[src/rtl/fetch_stage_if.sv]
// Fetch -> decode pipeline register bundle: instruction word plus its PC+4.
// Latency: pure wiring, no state.
// Backpressure: none here; the fetch stage advances the register only when en=1.
interface fetch_stage_if;
  logic [31:0] instruction;
  logic [31:0] instr_npc;

  // Fetch stage drives the register contents.
  modport master (output instruction, output instr_npc);
  // Decode stage consumes them.
  modport slave (input instruction, input instr_npc);
endinterface

[src/rtl/fetch_stage.sv]
// Fetch stage: PC register, instruction memory request, and the fetch/decode register.
// Latency: ihit at cycle N with en=1 shows the word on out.instruction at N+1.
// Backpressure: en=0 freezes pc and out; FETCH_HOLD_BUF_EN adds a one-entry hold buffer for stalled ihits.
module fetch_stage #(
  parameter logic [31:0] RESET_PC = 32'h00000000
) (
  input  logic          CLK,
  input  logic          RST,
  input  logic          en,
  input  logic          flush,
  input  logic          redirect,
  input  logic [31:0]   redirect_target,
  input  logic          halt,
  input  logic          ihit,
  input  logic [31:0]   imemload,
  output logic          imemREN,
  output logic [31:0]   imemaddr,
  output logic          fetch_stall,
  fetch_stage_if.master out
);

  typedef enum logic {FETCH, HALTED} state_t;

  state_t      state, next_state;
  logic [31:0] pc, next_pc;
  logic [31:0] pc_plus4;
  logic [31:0] instr_q, next_instr;
  logic [31:0] npc_q, next_npc;
  logic        avail;

`ifdef FETCH_HOLD_BUF_EN
  logic        buf_valid, next_buf_valid;
  logic [31:0] buf_word, next_buf_word;

  // A buffered word counts as available, and no new read is issued while one is held.
  assign avail   = ihit | buf_valid;
  assign imemREN = (state == FETCH) & ~buf_valid;
`else
  // Without the buffer a stalled ihit is dropped and the same address is simply re-read.
  assign avail   = ihit;
  assign imemREN = (state == FETCH);
`endif

  assign pc_plus4        = pc + 32'd4;
  assign imemaddr        = pc;
  assign out.instruction = instr_q;
  assign out.instr_npc   = npc_q;
  assign fetch_stall     = en & ~avail & (state == FETCH) & ~redirect & ~flush;

  // Next-state and next-register selection; halt outranks redirect/flush/avail/bubble.
  always_comb begin
    next_state = state;
    next_pc    = pc;
    next_instr = instr_q;
    next_npc   = npc_q;
`ifdef FETCH_HOLD_BUF_EN
    next_buf_valid = buf_valid;
    next_buf_word  = buf_word;
`endif
    if (state == FETCH) begin
      if (halt) begin
        next_state = HALTED;
      end else if (en) begin
        if (redirect) begin
          // Taken branch/jump: squash whatever arrived this cycle and drop the buffer.
          next_pc    = redirect_target;
          next_instr = 32'd0;
          next_npc   = 32'd0;
`ifdef FETCH_HOLD_BUF_EN
          next_buf_valid = 1'b0;
`endif
        end else if (flush) begin
          // Squash to NOP; pc and any buffered word stay for the next advance.
          next_instr = 32'd0;
          next_npc   = 32'd0;
        end else if (avail) begin
`ifdef FETCH_HOLD_BUF_EN
          next_instr     = buf_valid ? buf_word : imemload;
          next_buf_valid = 1'b0;
`else
          next_instr = imemload;
`endif
          next_npc = pc_plus4;
          next_pc  = pc_plus4;
        end else begin
          // Memory not ready: insert a bubble.
          next_instr = 32'd0;
          next_npc   = 32'd0;
        end
      end
`ifdef FETCH_HOLD_BUF_EN
      else if (ihit && !buf_valid) begin
        next_buf_valid = 1'b1;
        next_buf_word  = imemload;
      end
`endif
    end
  end

  // State and datapath registers with synchronous active-high reset.
  always_ff @(posedge CLK) begin
    if (RST) begin
      state   <= FETCH;
      pc      <= RESET_PC;
      instr_q <= 32'd0;
      npc_q   <= 32'd0;
`ifdef FETCH_HOLD_BUF_EN
      buf_valid <= 1'b0;
      buf_word  <= 32'd0;
`endif
    end else begin
      state   <= next_state;
      pc      <= next_pc;
      instr_q <= next_instr;
      npc_q   <= next_npc;
`ifdef FETCH_HOLD_BUF_EN
      buf_valid <= next_buf_valid;
      buf_word  <= next_buf_word;
`endif
    end
  end

endmodule

[src/flat_wrapper.sv]
// flat-port wrapper written by rule: the top's interface ports become plain ports
module fetch_stage_flat 
#(
  parameter logic [31:0] RESET_PC = 32'h00000000
)
  (CLK, RST, en, flush, redirect, redirect_target, halt, ihit, imemload, imemREN, imemaddr, fetch_stall, out_instruction, out_instr_npc);
  fetch_stage_if out_i ();
  input  logic CLK;
  input  logic RST;
  input  logic en;
  input  logic flush;
  input  logic redirect;
  input  logic [31:0] redirect_target;
  input  logic halt;
  input  logic ihit;
  input  logic [31:0] imemload;
  output logic imemREN;
  output logic [31:0] imemaddr;
  output logic fetch_stall;
  output wire logic [$bits(out_i.instruction)-1:0] out_instruction;
  output wire logic [$bits(out_i.instr_npc)-1:0] out_instr_npc;
  assign out_instruction = out_i.instruction;
  assign out_instr_npc = out_i.instr_npc;
  fetch_stage #(.RESET_PC(RESET_PC)) u_core (.CLK(CLK), .RST(RST), .en(en), .flush(flush), .redirect(redirect), .redirect_target(redirect_target), .halt(halt), .ihit(ihit), .imemload(imemload), .imemREN(imemREN), .imemaddr(imemaddr), .fetch_stall(fetch_stall), .out(out_i));
endmodule
[config.mk]
export PLATFORM = sky130hd
export DESIGN_NAME = fetch_stage_flat
export DESIGN_NICKNAME = d
export VERILOG_FILES = /design/src/rtl/fetch_stage_if.sv /design/src/rtl/fetch_stage.sv /design/src/flat_wrapper.sv
export SDC_FILE = /design/constraint.sdc
export NUM_CORES = 1
export LEC_CHECK = 0
export CAP_MARGIN = 5
export CORE_MARGIN = 3
export CORE_UTILIZATION = 44
export CTS_CLUSTER_DIAMETER = 120
export DETAILED_ROUTE_END_ITERATION = 12
export PLACE_DENSITY = 0.9
export SLEW_MARGIN = 20
export SYNTH_ARGS = -nofsm -noshare
export SYNTH_HDL_FRONTEND = slang
export SYNTH_SLANG_ARGS = --single-unit
[constraint.sdc]
create_clock -name CLK -period 2.3 [get_ports CLK]
set_clock_uncertainty 0.15 [all_clocks]
set_input_delay 0.46 -clock CLK [delete_from_list [all_inputs] [get_ports CLK]]
set_output_delay 0.46 -clock CLK [all_outputs]
set_load 0.005 [all_outputs]
# Word-level counts from Yosys, hierarchy flattened
# Cells that the tools add are included.
# op_classes
n_bitwise	9
addsub	1
eq_ne	1
reduce_logical	3
n_mux	11
# ops
cell	n
2-to-1 mux 32 bit	9
adder 32 x 3 -> 32 bit (second input constant)	1
NOT 1 bit	5
AND reduction 5 bit	1
AND 1 bit	4
AND reduction 3 bit	1
2-to-1 mux 1 bit	2
!= test 2 x 1 -> 1 bit (second input constant)	1
nonzero test 2 bit	1
# word_totals
in_bits	71
elab_cells	29
output_inout_bits	98
regBits	97

# Logic depth before layout (Yosys ltp)
# logic_depth
ltp_word	5
ltp_mapped	7
mapped_depth_nobuf	6

# Worst setup path after synthesis
# Ideal clock, no wire load.
# synth_timing
path_type	input -> output
from	in redirect
to	out fetch_stall
required_ns	1.690
cell_stages	5
t_arrival_ns	1.452
n_path_buf	3
path_slack_ns	0.238
cell_sequence	clkbuf_1 > clkbuf_1 > buf_1 > nor3_1 > and3_1
# synth_via
elab_chain_cells	3
# synth_lines
element	line_no	source
from (decl)	flat_wrapper.sv:12	input logic redirect;
NOT 1 bit	fetch_stage.sv:48	assign fetch_stall = en & ~avail & (state == FETCH) & ~redirect & ~flush;
AND 1 bit (2 in series)	fetch_stage.sv:48	
to (decl)	flat_wrapper.sv:19	output logic fetch_stall;
# No other way between the ends.

# Final worst setup path
# layout_timing
from	reg u_core.pc[11] (netlist: u_core.imemaddr[11])
to	reg u_core.npc_q[29] (netlist: u_core.out.instr_npc[29])
# layout_via
elab_chain_cells	4
# layout_lines
element	line_no	source
from (decl)	fetch_stage.sv:25	logic [31:0] pc, next_pc;
from (signal assigned)	fetch_stage.sv:113	pc <= next_pc;
adder 32 x 3 -> 32 bit	fetch_stage.sv:44	assign pc_plus4 = pc + 32'd4;
2-to-1 mux 32 bit	fetch_stage.sv:76	end else if (avail) begin
2-to-1 mux 32 bit	fetch_stage.sv:72	end else if (flush) begin
2-to-1 mux 32 bit	fetch_stage.sv:64	if (redirect) begin
to (signal assigned)	fetch_stage.sv:115	npc_q <= next_npc;
to (decl)	fetch_stage.sv:28	logic [31:0] npc_q, next_npc;
# No other way between the ends.
# A chain may end at the register's enable or synchronous reset.

==> impl_metrics.toml <==
[floorplanning]
pin_count = 169
core_area_mm2 = 0.00982
initial_utilization_pct = 45.3
row_count = 36
die_x_um = 107
die_area_mm2 = 0.0114
chipHeight_um = 107

[worst_setup_path]
path_max_fanout = 9
crit_slowest_cell = "dfxtp_1"
slowest_delay_ns = 0.52
endpoint_kind = "flip-flop"
arrival_ns = 2.25
path_buf_inv = 1
crit_path_start = "u_core.imemaddr[11]$_SDFFE_PP0P_"
r2r_start = "u_core.imemaddr[11]$_SDFFE_PP0P_"
required_ns = 2.41
r2r_cells = 6
critPathCapture = "u_core.out.instr_npc[29]$_SDFFE_PP0P_"
critPathLaunchType = "flip-flop"
path_depth = 6
path_class = "reg -> reg"
regToRegEndpoint = "u_core.out.instr_npc[29]$_SDFFE_PP0P_"
rrSetupSlack_ns = 0.16
path_delay_family = "simple AND/OR/NAND/NOR gates"
path_cells = "nand4_4 > nor3_4 > buf_4 > nand4_1 > xnor2_1 > a22o_1"

[global_routing]
globalRouteTotalUtil_pct = 24.6
grt_pass1_vias = 4687
grt_first_pass_wirelength_um = 22800
grt-ovfl-total = 0
grt_max_degree = 64
antenna_found_initial = 0

[timing]
finalHoldViolCount = 0
tightest_slew_ns = 0.666
rsz0062_at_grt = "false"
slew_viol_final = 0
finalSetupViolations = 0
relSlewSlack_pct = 55.6
holdWs_ns = 0.207
fmax_ghz = 0.467
period_minus_slack_ns = 2.14
fin_crit_sh_pct = 93.2

[finish]
final_cell_mix = "clkdlybuf4s50_1, dfxtp_1, nor2_1"
area_growth_pct = 50.2
diodes = 0
stdcell_area_mm2 = 0.00668
fill_cells = 775
mostFrequentLayoutCell = "clkdlybuf4s50_1"
final_cells = 829
drive_gt1_share_pct = 11.1
fin_nets = 763

[yosys]
ys.flop_type = "dfxtp_1"
synth_async_sr_flop_share_pct = 0
synth_edf_count = 0
syn-instance-count = 514
avgSynthCellArea_um2 = 8.65
synth_cell_type_count = 51
syn-cell-area_mm2 = 0.00445
synth_nets = 586
ys_warn_count = 0
ys_seq_area_share_pct = 43.7
ys_seq_elements = 97

[drt]
drtIter0Drc = 264
final_antenna_net_count = 0
viasPerCell = 5.60
wl_um = 14000
wl_per_cell_um = 16.8
drc_errors = 0
drt_pass1_iterations = 5
vias = 4643

[clocking]
cts_buffer_depth = 2
numCtsBuffers = 9
postCtsHoldBufs = 0
clk_pin_slew_ns = 0.10
htreeDepth = 3
clk_latency_ns = 0.36
clock-root-buffer = "clkbuf_8"
cts_tree = "yes"
cts.sinks = 97

[run_status]
status = "finished, final reports clean"

[power_and_ir_drop]
seqPwrFrac_pct = 51.1
p_comb_share_pct = 13.0
swShare_pct = 24.5
p_sw_mw = 0.838
p_leak_nw = 2.47
p_clk_share_pct = 35.8
p_total_mw = 3.42
p_per_area_mw_per_mm2 = 511
p_int_mw = 2.58
ir_drop_v = 0.000327

[hold_path]
min_path_type = "in -> reg"

[place]
placed_cells = 813
gp_congestion = 0.897
dp_hpwl_um = 10400
placement.cell_area_mm2 = 0.00646
io_buffers = 168

[run]
drv_cap = 0
-- state kept, by name (all words and copies together), names as in the netlist --
name,cells
u_core.imemaddr,32
u_core.out.instr_npc,32
u_core.out.instruction,32
u_core.state,1
-- synth_stat cells, types with 10 or more instances --
cell type | number | share of area (%)
clkbuf_1 | 27 | 2.3
nand2_1 | 31 | 2.6
and3_1 | 12 | 1.7
a21oi_1 | 22 | 2.5
nand3_1 | 28 | 3.2
nor3_1 | 11 | 1.2
a22oi_1 | 51 | 8.6
a22o_1 | 22 | 4.3
o21ai_0 | 12 | 1.4
nor2_1 | 73 | 6.2
xnor2_1 | 20 | 3.9
dfxtp_1 | 97 | 44
a31oi_1 | 10 | 1.4
-- worst register-to-register path: cells and delay by family (launching register included) --
kind	cells	cell delay, ns
compound gates	1	0.23
flops	1	0.52
xor+xnor	1	0.21
simple gates	3	0.70
buf+inv	1	0.23
-- worst min-delay path by stage --
stage	start	to	depth (start not counted)
global route	RST	u_core.imemaddr[21]$_SDFFE_PP0P_	2
CTS	RST	u_core.imemaddr[21]$_SDFFE_PP0P_	2
floorplan	u_core.out.instr_npc[3]$_SDFFE_PP0P_	u_core.out.instr_npc[3]$_SDFFE_PP0P_	2
detailed placement	u_core.out.instr_npc[3]$_SDFFE_PP0P_	u_core.out.instr_npc[3]$_SDFFE_PP0P_	2
global placement	u_core.out.instr_npc[3]$_SDFFE_PP0P_	u_core.out.instr_npc[3]$_SDFFE_PP0P_	2
finish	RST	u_core.imemaddr[21]$_SDFFE_PP0P_	2
-- stage by stage --
step / worst slack [ns] / TNS [ns] / utilization (%)
finish: 0.157 / 0 / 68.0
floorplan: 0.238 / 0 / -
global route: 0.0207 / 0 / 68.0
detailed placement: -0.215 / -5.72 / 65.8
CTS: 0.170 / 0 / 68.0
global placement: -0.0923 / -2.78 / 65.8
-- layout make-up --
type / count / area (µm²) / share of cell area [%]
Clock inverter: 6 / 91.3 / 1.37
Clock buffer: 10 / 128 / 1.91
Timing Repair Buffer: 208 / 2010 / 30.1
Tap cell: 133 / 166 / 2.49
Sequential cell: 97 / 1940 / 29.1
Multi-Input combinational cell: 370 / 2330 / 34.8
Inverter: 5 / 18.8 / 0.281
-- power by group through the flow --
stage	registers [mW]	logic [mW]	clock network, mW
global route	1.75	0.481	1.32
CTS	1.75	0.445	1.24
detailed placement	1.78	0.444	0
floorplan	1.78	0.171	0
global placement	1.78	0.432	0
finish	1.75	0.445	1.22
-- kinds of logic after synthesis --
group / share of synthesized area, %
buf+inv: 4.44
mux: 0.928
simple gates: 23.2
xor+xnor: 5.51
fa+ha+maj: 0.281
flops: 43.7
compound gates: 22.0
-- repair_timing --
action	CTS	global route
setup endpoints to repair	1	0
hold endpoints to repair	0	0
gates resized for setup	1	0
setup buffers	0	0
-- routing by layer --
| layer | track usage, % | vias up | share of wire [%] |
|---|---|---|---|
| met4 | 10.1 | 0 | 2.5 |
| met5 | 0 | - | 0 |
| met1 | 29.6 | 2176 | 40 |
| li1 | - | 2218 | - |
| met3 | 7.83 | 33 | 9.5 |
| met2 | 40.7 | 216 | 48 |
Power figures use the tool's default switching activity.
